**src/rtl/game_pkg.sv**
```systemverilog
// Shared encodings for the invader game-control slice: FSM states,
// LFSR feedback taps and level width.
package game_pkg;

    typedef enum logic [1:0] {
        ST_PAUSE = 2'd0,
        ST_RUN   = 2'd1,
        ST_WIN   = 2'd2,
        ST_LOSE  = 2'd3
    } state_t;

    // x^16 + x^14 + x^13 + x^11 + 1, taps on bits 15,13,12,10
    localparam logic [15:0] LFSR_TAPS = 16'hB400;

    localparam int NIVEL_W = 4;
    localparam logic [NIVEL_W-1:0] NIVEL_MAX = '1;

endpackage

```
**src/rtl/lfsr16.sv**
```systemverilog
// 16-bit Fibonacci LFSR, loads seed on reset and steps every clock.
module lfsr16
    import game_pkg::*;
(
    input  logic        clk,
    input  logic        reset,
    input  logic [15:0] seed,
    output logic [15:0] q
);

    always_ff @(posedge clk or posedge reset) begin
        if (reset) q <= seed;
        else       q <= {q[14:0], ^(q & LFSR_TAPS)};
    end

endmodule

```
**src/rtl/game_engine_multi.sv**
```systemverilog
// Invader game control: win/lose/level FSM, weighted score and a sequential
// column-scan fire engine over N_TIROS channels. GAME_ENGINE_PAUSE_EN adds btn_P/PAUSE.
module game_engine_multi
    import game_pkg::*;
#(
    parameter int          LINHAS  = 5,
    parameter int          COLUNAS = 11,
    parameter int          N_TIROS = 2,
    parameter int          ATRASO  = 100000,
    parameter int          SCORE_W = 12,
    parameter logic [15:0] SEED    = 16'hACE1,
    localparam int         CW      = $clog2(COLUNAS),
    localparam int         LW      = $clog2(LINHAS),
    localparam int         NV      = LINHAS * COLUNAS
) (
    input  logic                    clk,
    input  logic                    reset,
    input  logic [NV-1:0]           enemy_vivos,
    input  logic                    jogador_vivo,
    input  logic                    vitoria_enemy,
    input  logic                    btn_D,
`ifdef GAME_ENGINE_PAUSE_EN
    input  logic                    btn_P,
`endif
    output logic                    restart,
    output logic [SCORE_W-1:0]      score,
    output logic [NIVEL_W-1:0]      nivel,
    output logic [N_TIROS-1:0]      tiro_valid,
    output logic [N_TIROS*CW-1:0]   tiro_col,
    output logic [N_TIROS*LW-1:0]   tiro_lin,
    output logic [1:0]              estado_jogo
);

    localparam int IW  = $clog2(NV);
    localparam int TW  = $clog2(ATRASO);
    localparam int CHW = (N_TIROS > 1) ? $clog2(N_TIROS) : 1;
    localparam logic [31:0] SCORE_MAX = 32'((64'd1 << SCORE_W) - 1);

    state_t state, state_n;
    logic   restart_n, restart_d, ignore;
    logic   clr_score, clr_nivel, inc_nivel;
    logic   freeze;

    // Buttons are active-low: a press is a 1->0 edge after two sync flops.
    logic [2:0] d_sync;
    logic       press_d, press_p;

    always_ff @(posedge clk or posedge reset) begin
        if (reset) d_sync <= '1;
        else       d_sync <= {d_sync[1:0], btn_D};
    end
    assign press_d = d_sync[2] & ~d_sync[1];

`ifdef GAME_ENGINE_PAUSE_EN
    logic [2:0] p_sync;
    always_ff @(posedge clk or posedge reset) begin
        if (reset) p_sync <= '1;
        else       p_sync <= {p_sync[1:0], btn_P};
    end
    assign press_p = p_sync[2] & ~p_sync[1];
`else
    assign press_p = 1'b0;
`endif

    // The field reloads over the restart cycle and the one after it.
    assign ignore = restart | restart_d;

    always_comb begin
        state_n   = state;
        restart_n = 1'b0;
        clr_score = 1'b0;
        clr_nivel = 1'b0;
        inc_nivel = 1'b0;
        case (state)
            ST_RUN: begin
                if (vitoria_enemy || !jogador_vivo) begin
                    state_n = ST_LOSE;
                end else if (!ignore && enemy_vivos == '0) begin
                    state_n = ST_WIN;
                end else if (press_d) begin
                    restart_n = 1'b1;
                    clr_score = 1'b1;
                    clr_nivel = 1'b1;
                end else if (press_p) begin
                    state_n = ST_PAUSE;
                end
            end
            ST_WIN: begin
                if (press_d) begin
                    state_n   = ST_RUN;
                    restart_n = 1'b1;
                    inc_nivel = 1'b1;
                end
            end
            ST_LOSE, ST_PAUSE: begin
                if (press_d) begin
                    state_n   = ST_RUN;
                    restart_n = 1'b1;
                    clr_score = 1'b1;
                    clr_nivel = 1'b1;
                end else if (state == ST_PAUSE && press_p) begin
                    state_n = ST_RUN;
                end
            end
            default: state_n = ST_RUN;
        endcase
    end

    assign freeze = (state == ST_PAUSE) && (state_n == ST_PAUSE);

    // Scoring: each vanished bit at row r is worth LINHAS - r.
    logic [NV-1:0] prev_vivos, kill;
    logic [31:0]   pts, score_sum;
    logic [SCORE_W-1:0] score_sat;

    always_comb begin
        kill = prev_vivos & ~enemy_vivos;
        pts  = '0;
        for (int r = 0; r < LINHAS; r++)
            for (int c = 0; c < COLUNAS; c++)
                if (kill[IW'(r*COLUNAS + c)]) pts = pts + 32'(LINHAS - r);
        score_sum = 32'(score) + pts;
        score_sat = (score_sum > SCORE_MAX) ? SCORE_MAX[SCORE_W-1:0] : score_sum[SCORE_W-1:0];
    end

    always_ff @(posedge clk or posedge reset) begin
        if (reset) begin
            state      <= ST_RUN;
            restart    <= 1'b0;
            restart_d  <= 1'b0;
            prev_vivos <= '0;
            score      <= '0;
            nivel      <= '0;
        end else begin
            state     <= state_n;
            restart   <= restart_n;
            restart_d <= restart;
            // Leaving PAUSE rebases prev_vivos so paused kills never score.
            if (!freeze) prev_vivos <= enemy_vivos;
            if (clr_score)                        score <= '0;
            else if (state == ST_RUN && !ignore)  score <= score_sat;
            if (clr_nivel)      nivel <= '0;
            else if (inc_nivel) nivel <= (nivel == NIVEL_MAX) ? nivel : nivel + 1'b1;
        end
    end

    assign estado_jogo = state;

    // Fire engine
    logic [15:0] lfsr_q;
    logic        lfsr_unused;

    lfsr16 u_lfsr (
        .clk   (clk),
        .reset (reset),
        .seed  (SEED),
        .q     (lfsr_q)
    );
    assign lfsr_unused = ^lfsr_q[15:8];

    logic [TW-1:0]  timer;
    logic           scan_act, col_hit, fire_run, fire_hold;
    logic [CW-1:0]  scan_col, scan_cnt, start_col;
    logic [CHW-1:0] scan_ch, ch_ptr;
    logic [LW-1:0]  hit_lin;
    logic [N_TIROS-1:0][CW-1:0] tcol;
    logic [N_TIROS-1:0][LW-1:0] tlin;

    assign start_col = CW'(32'(lfsr_q[7:0]) % COLUNAS);
    assign fire_run  = (state == ST_RUN) && (state_n == ST_RUN);
    assign fire_hold = (state == ST_PAUSE) || (state_n == ST_PAUSE);

    // Last live row wins the loop, so hit_lin is the bottom-most enemy.
    always_comb begin
        col_hit = 1'b0;
        hit_lin = '0;
        for (int r = 0; r < LINHAS; r++)
            if (enemy_vivos[IW'(r*COLUNAS) + IW'(scan_col)]) begin
                col_hit = 1'b1;
                hit_lin = LW'(r);
            end
    end

    always_ff @(posedge clk or posedge reset) begin
        if (reset) begin
            timer      <= '0;
            scan_act   <= 1'b0;
            scan_col   <= '0;
            scan_cnt   <= '0;
            scan_ch    <= '0;
            ch_ptr     <= '0;
            tiro_valid <= '0;
            tcol       <= '0;
            tlin       <= '0;
        end else begin
            tiro_valid <= '0;
            if (fire_run) begin
                if (scan_act) begin
                    if (col_hit) begin
                        tiro_valid[scan_ch] <= 1'b1;
                        tcol[scan_ch]       <= scan_col;
                        tlin[scan_ch]       <= hit_lin;
                        scan_act            <= 1'b0;
                    end else if (scan_cnt == CW'(COLUNAS-1)) begin
                        scan_act <= 1'b0;
                    end else begin
                        scan_col <= (scan_col == CW'(COLUNAS-1)) ? '0 : scan_col + 1'b1;
                        scan_cnt <= scan_cnt + 1'b1;
                    end
                end
                if (timer == TW'(ATRASO-1)) begin
                    timer    <= '0;
                    scan_act <= 1'b1;
                    scan_col <= start_col;
                    scan_cnt <= '0;
                    scan_ch  <= ch_ptr;
                    ch_ptr   <= (ch_ptr == CHW'(N_TIROS-1)) ? '0 : ch_ptr + 1'b1;
                end else begin
                    timer <= timer + 1'b1;
                end
            end else if (!fire_hold) begin
                timer    <= '0;
                scan_act <= 1'b0;
            end
        end
    end

    assign tiro_col = tcol;
    assign tiro_lin = tlin;

endmodule

```
**config.mk**
```make
export PLATFORM = sky130hd
export DESIGN_NAME = game_engine_multi
export DESIGN_NICKNAME = d
export VERILOG_FILES = /design/src/rtl/game_pkg.sv /design/src/rtl/lfsr16.sv /design/src/rtl/game_engine_multi.sv
export SDC_FILE = /design/constraint.sdc
export NUM_CORES = 1
export LEC_CHECK = 0
export CORE_ASPECT_RATIO = 0.75
export CORE_MARGIN = 2
export CORE_UTILIZATION = 60
export DETAILED_ROUTE_END_ITERATION = 8
export GPL_ROUTABILITY_DRIVEN = 0
export PLACE_DENSITY = 0.92
export SLEW_MARGIN = 25
export SYNTH_ARGS = -nofsm -noshare
export SYNTH_HDL_FRONTEND = slang
export SYNTH_SLANG_ARGS = --single-unit
```
**constraint.sdc**
```tcl
create_clock -name clk -period 20.4 [get_ports clk]
set_clock_uncertainty 0.15 [all_clocks]
set_input_delay 2.04 -clock clk [delete_from_list [all_inputs] [get_ports clk]]
set_output_delay 2.04 -clock clk [all_outputs]
set_load 0.01 [all_outputs]
```
==> results of run 1 <==
flip-flops by register name, indices dropped and copies added (netlist names), 3 cells and up:
| register | cells |
|---|---|
| prev_vivos | 32 |
| timer | 17 |
| u_lfsr.q | 16 |
| score | 12 |
| tiro_col | 8 |
| tiro_lin | 6 |
| nivel | 4 |
| scan_cnt | 4 |
| scan_col | 4 |
| d_sync | 3 |
cells in the final DEF (no fill, tap or decap), types with 20 or more instances in the layout:
cell type | synthesis | final
nor2b_1 | 32 | 31
mux4_2 | 42 | 42
xnor2_2 | 12 | 23
nor3_1 | 31 | 30
buf_4 | 1 | 21
nand3_1 | 47 | 47
mux2_2 | 62 | 62
xnor2_1 | 133 | 119
mux2i_1 | 20 | 20
nand2b_1 | 44 | 42
nand4_1 | 20 | 20
inv_1 | 64 | 62
dfrtp_1 | 103 | 102
nand2_1 | 133 | 132
nor2_1 | 130 | 127
ha_1 | 66 | 65
a21oi_1 | 81 | 76
xor2_1 | 56 | 54
clkdlybuf4s50_1 | 0 | 91
and3_1 | 27 | 27
o21ai_0 | 86 | 82
layer usage:
layer  track usage  vias to the layer above  routed length [um]
met5             0                        -                   0
met4         0.180                        0                2420
met3        0.0678                      205                3590
met2         0.523                      821               18400
met1         0.408                     6302               15600
li1              -                     5945                   -
final cells by class:
type	instances	area [um^2]	share of cell area
antenna	3	7.51	0.000471
timing repair buffer	116	1120	0.0702
multi-input combinational	1348	10700	0.672
sequential	115	2890	0.181
clock inverter	12	133	0.00832
timing repair inverter	1	7.51	0.000471
clock buffer	20	457	0.0286
tap	294	368	0.0231
inverter	65	249	0.0156
power breakdown:
| part | leakage [nW] | internal (W) | switching (W) |
|---|---|---|---|
| Sequential | 1.44 | 0.000248 | 0.0000191 |
| Combinational | 4.63 | 0.00108 | 0.00151 |
| Clock | 0.282 | 0.000186 | 0.000114 |
critical path: cells and delay by family:
| family | cells | cell delay, ns |
|---|---|---|
| adders and majority gates | 20 | 6.00 |
| AOI/OAI and AO/OA | 28 | 4.86 |
| and+or+nand+nor | 28 | 4.01 |
| xor gates and xnor gates | 9 | 1.99 |
| buffers and inverters | 6 | 0.75 |
| muxes | 1 | 0.28 |
worst min-delay path by stage:
stage,end,slack (ns)
2_1_floorplan,u_lfsr.q[9]$_DFF_PP0_,0.18
5_1_grt,u_lfsr.q[9]$_DFF_PP0_,0.21
3_5_place_dp,u_lfsr.q[9]$_DFF_PP0_,0.19
4_1_cts,u_lfsr.q[9]$_DFF_PP0_,0.20
3_3_place_gp,u_lfsr.q[15]$_DFF_PP1_,0.19
6_report,u_lfsr.q[9]$_DFF_PP0_,0.20
cells in the mapped netlist (7+ instances only):
master	instances	share of area
o21ai_0	86	0.031
clkbuf_1	37	0.010
nand4_1	20	0.0091
dfrtp_1	103	0.19
and3_1	27	0.012
o31ai_1	11	0.0060
ha_1	66	0.060
o21a_1	11	0.0060
a31oi_1	16	0.0073
xnor3_1	9	0.015
dfstp_2	12	0.023
nor3_1	31	0.011
mux2_2	62	0.051
mux4_2	42	0.069
o22ai_1	9	0.0041
mux2i_1	20	0.015
nand3b_1	11	0.0060
inv_1	64	0.017
o211ai_1	10	0.0055
nand2_1	133	0.036
nor2_1	130	0.035
o21ai_1	7	0.0025
xnor2_2	12	0.014
nand2b_1	44	0.020
xor2_1	56	0.036
and2_1	12	0.0055
buf_1	8	0.0022
a2111oi_0	9	0.0057
or2_2	13	0.0059
a21o_1	13	0.0071
xnor2_1	133	0.085
nor4_1	21	0.0096
a21oi_1	81	0.029
nor2b_1	32	0.015
a211oi_1	13	0.0071
nor3b_1	18	0.0098
nand3_1	47	0.017
or3_1	7	0.0032
cell families after synthesis:
kind of cell    share of synthesized area
fa+ha+maj                          0.0644
xor+xnor                            0.160
other cells                      0.000273
mux                                 0.137
simple gates                        0.221
buf+inv                            0.0334
flops                               0.210
compound gates                      0.173
through the flow:
step / hold slack, ns / setup TNS (ns) / worst slack [ns]
final: 0.197 / 0 / 0.652
after global routing: 0.213 / -4.02 / -0.370
after CTS: 0.200 / 0 / 0.0245
after detailed placement: 0.187 / -7.73 / -0.704
after global placement: 0.187 / 0 / 0.327
after floorplan: 0.181 / 0 / 1.58
what timing repair did:
action | CTS | global route
pin swaps | 1 | 14
gates resized for setup | 14 | 49
cloned | 0 | 1
setup endpoints to repair | 12 | 12
buffers inserted | 1 | 9
==> flow_summary.ini, run 1 <==
[floorplanning]
num_rows = 47
io_pins = 95
die_w_um = 179
start_util = 0.617
die-area_mm2 = 0.0241
die_height_um = 135
coreArea_mm2 = 0.0223

[setup_path]
slowest_delay_ns = 0.39
worst-r2r-cell-count = 91
critical_path.most_common_cell = ha_1
r2r_slack_ns = 2.09
critPathLaunchType = input pin
worstPathRequired_ns = 20.57
arrival_ns = 19.92
rr_startpoint = prev_vivos[0]$_DFFE_PP0N_
cp_slowest_cell = nor4_4
crit_type = input pin to flip-flop
cp-startpoint = enemy_vivos[0]
worstSetupEndpoint = score[0]$_DFFE_PP0P_
critPathCaptureType = flip-flop
r2r-end = score[0]$_DFFE_PP0P_
crit_fanout = 9

[clock_tree]
numCtsBuffers = 17
postCtsHoldBufs = 0
clk_path_buf_depth = 2
clk_latency_ns = 0.43
clock_sinks = 115
clk_pin_slew_worst_paths_ns = 0.06
ctsHtreeMaxLevel = 4
root_buffer = clkbuf_16
cts_tree = done

[drt]
drt_first_pass_iters = 6
wl_per_cell_um = 20.3
wirelength_um = 40000
drc_errors = 0
ant_nets = 0
avgViaCountPerCell = 6.72
via_count = 13300
drt-initial-drc-count = 1230

[min_path]
holdPathStages = 0
hold_class = flip-flop to flip-flop
min-delay-start = u_lfsr.q[8]$_DFF_PP0_

[sta]
slew_headroom = 0.411
setup_violations = 0
fin_crit_ns = 19.75
drv_slew = 0
fmax_mhz = 50.6
finalCritPeriodShare = 0.968
hold_viol = 0
worst_slew_pin_slew_ns = 0.878

[logic_synthesis]
synthFlopType = dfrtp_1
synthArstFlopShare = 1.00
syn_nets = 1705
yosysSeqAreaShare = 0.210
synthCells = 1578
synth_warnings = 0
syn_area_per_cell_um2 = 8.71
synth_area_mm2 = 0.0137
synth_edf_count = 0
synth-seq-cells = 115
ys_types = 108

[pwr]
power.total_w = 0.00315
power_leakage_nw = 6.35
peakVddDrop_mv = 0.349
power_per_cell_area_mw_per_mm2 = 198

[global_routing]
grt_pass1_wl_um = 62700
grt_pass1_vias = 12700
grt_max_degree = 76
grt_use_total = 0.324
grt-ovfl-total = 0
antenna_found_initial = 2

[finish]
utilization = 0.715
layout-drive-gt1-share = 0.172
fillers = 1444
fin_nets = 1791
final_cell_area_mm2 = 0.0159
stdcell_count = 1974
area_growth_pct = 16.0

[place]
io_buffers = 94
dpl.cell_count = 1927
placed_area_mm2 = 0.0149
dp_hpwl_um = 27500

[run_status]
status = complete, no violations

[run]
cap_violations = 0
Power figures use the tool's default switching activity.
==> run 2: changes to the inputs <==
--- a/config.mk
+++ b/config.mk
@@ -11,6 +11,7 @@
 export DETAILED_ROUTE_END_ITERATION = 8
 export GPL_ROUTABILITY_DRIVEN = 0
 export PLACE_DENSITY = 0.92
+export SETUP_SLACK_MARGIN = 0.5
 export SLEW_MARGIN = 25
 export SYNTH_ARGS = -nofsm -noshare
 export SYNTH_HDL_FRONTEND = slang
==> run 2 against run 1 <==
Largest cell class unchanged. Worst setup slack improved by 0.41 ns. Largest power group unchanged. Cell area is 0.46% higher. Register-to-register slack better by 0.42 ns.
==> flow_summary.ini, run 2 (synthesis gave the netlist of run 1 again) <==
[run_status]
status = complete, no violations

[pwr]
peakVddDrop_mv = 0.346
power.total_w = 0.00318
p_seq_frac = 0.084
power.switching_w = 0.00165
sw_frac_of_total = 0.518
cell_internal_pwr_w = 0.00153
power_leakage_nw = 6.36
power_per_cell_area_mw_per_mm2 = 199
p_clk_frac = 0.094
power_frac_comb = 0.822

[clock_tree]
ctsHtreeMaxLevel = 4
clk_pin_slew_worst_paths_ns = 0.06
numCtsBuffers = 17
clock_sinks = 115
clk_latency_ns = 0.44
cts_tree = done
root_buffer = clkbuf_16
postCtsHoldBufs = 0
clk_path_buf_depth = 2

[setup_path]
critical_path.most_common_cell = ha_1
critPathLaunchType = input pin
crit_fanout = 11
critPathCaptureType = flip-flop
cp_top_family = adder cells
arrival_ns = 19.51
cp-startpoint = enemy_vivos[3]
cp_num_buf_inv = 6
slowest_delay_ns = 0.46
crit_type = input pin to flip-flop
rr_startpoint = prev_vivos[1]$_DFFE_PP0N_
worstPathRequired_ns = 20.57
cp_slowest_cell = clkdlybuf4s50_1

[min_path]
hold_class = flip-flop to flip-flop
min-delay-start = u_lfsr.q[8]$_DFF_PP0_

[sta]
fmax_mhz = 51.7
hold_viol = 0
drv_slew = 0
fin_crit_ns = 19.33
fin_ws_ns = 1.07
setup_violations = 0
rsz0062_at_grt = no
setup_tns_ns = 0
worst_slew_pin_slew_ns = 1.03
finalCritPeriodShare = 0.948
slew_headroom = 0.307

[drt]
drt-initial-drc-count = 1312
avgViaCountPerCell = 6.72
drc_errors = 0
ant_nets = 0
wl_per_cell_um = 20.3
wirelength_um = 40100
via_count = 13300
drt_first_pass_iters = 7

[global_routing]
grt_pass1_wl_um = 63200
grt_use_total = 0.327
grt_pass1_vias = 12700
antenna_found_initial = 2
grt_max_degree = 76
grt-ovfl-total = 0

[finish]
fin_nets = 1795
fillers = 1415
final_cell_area_mm2 = 0.0160
reg_top3 = prev_vivos (32), timer (17), u_lfsr.q (16)
largest_reg_flops = 32
largest-register = prev_vivos
mostFrequentLayoutCells = nand2_1, nor2_1, xnor2_1
final_common_cell = nand2_1
utilization = 0.719
layout-drive-gt1-share = 0.179
area_growth_pct = 16.5

[floorplanning]
die-area_mm2 = 0.0241
coreArea_mm2 = 0.0223
io_pins = 95
start_util = 0.617
die_w_um = 179
die_height_um = 135
num_rows = 47

[place]
dp_slack_ns = -0.704
io_buffers = 94
dp_hpwl_um = 27500
placed_area_mm2 = 0.0149

[run]
cap_violations = 0
## run 2: cell types whose count changed in the layout (fill, tap and decap cells not counted), sizes merged
| cell | previous run | this run |
|---|---|---|
| buf | 22 | 26 |
| diode | 3 | 2 |
## run 2: worst paths after layout
kind / endpoint / slack, ns / cells after the start
hold / removal: u_lfsr.q[9]$_DFF_PP0_ / 0.20 / 0
min in group asynchronous: score[9]$_DFFE_PP0P_ / 1.77 / 2
max in group asynchronous: scan_col[0]$_DFFE_PP0P_ / 17.16 / 4
hold reg to reg: u_lfsr.q[9]$_DFF_PP0_ / 0.20 / 0
setup / recovery: score[0]$_DFFE_PP0P_ / 1.07 / 87
setup reg to reg: score[0]$_DFFE_PP0P_ / 2.51 / 89
## run 2: through the flow
step,hold WS [ns],instances
after floorplan,0.181,1578
after global placement,0.187,1927
after detailed placement,0.187,1927
after CTS,0.200,1963
after global routing,0.213,1975
final,0.197,1977
## run 2: per-layer routing
metal	track usage	share of wire
met3	0.0724	0.093
met1	0.407	0.39
met5	0	0
met2	0.526	0.46
met4	0.187	0.060
## run 2: area by class of cell
type,count,area [um^2],area share
timing repair inverter,1,7.51,0.000469
clock buffer,20,457,0.0285
timing repair buffer,120,1150,0.0717
multi-input combinational,1348,10800,0.672
inverter,65,249,0.0155
clock inverter,12,133,0.00828
tap,294,368,0.0230
sequential,115,2890,0.181
antenna,2,5.00,0.000312
## run 2: timing repair
action                     in CTS  in global routing
gates cloned                    0                  1
buffers inserted                4                 10
pin swaps                       6                 14
gates resized for setup        31                 43
setup endpoints to repair      12                 12
## run 2: power groups by stage
stage	Clock [W]	Combinational, W	Sequential, W
after floorplan	0	0.00171	0.000270
after global placement	0	0.00205	0.000268
after detailed placement	0	0.00216	0.000269
after CTS	0.000300	0.00238	0.000266
after global routing	0.000311	0.00282	0.000269
final	0.000300	0.00261	0.000267
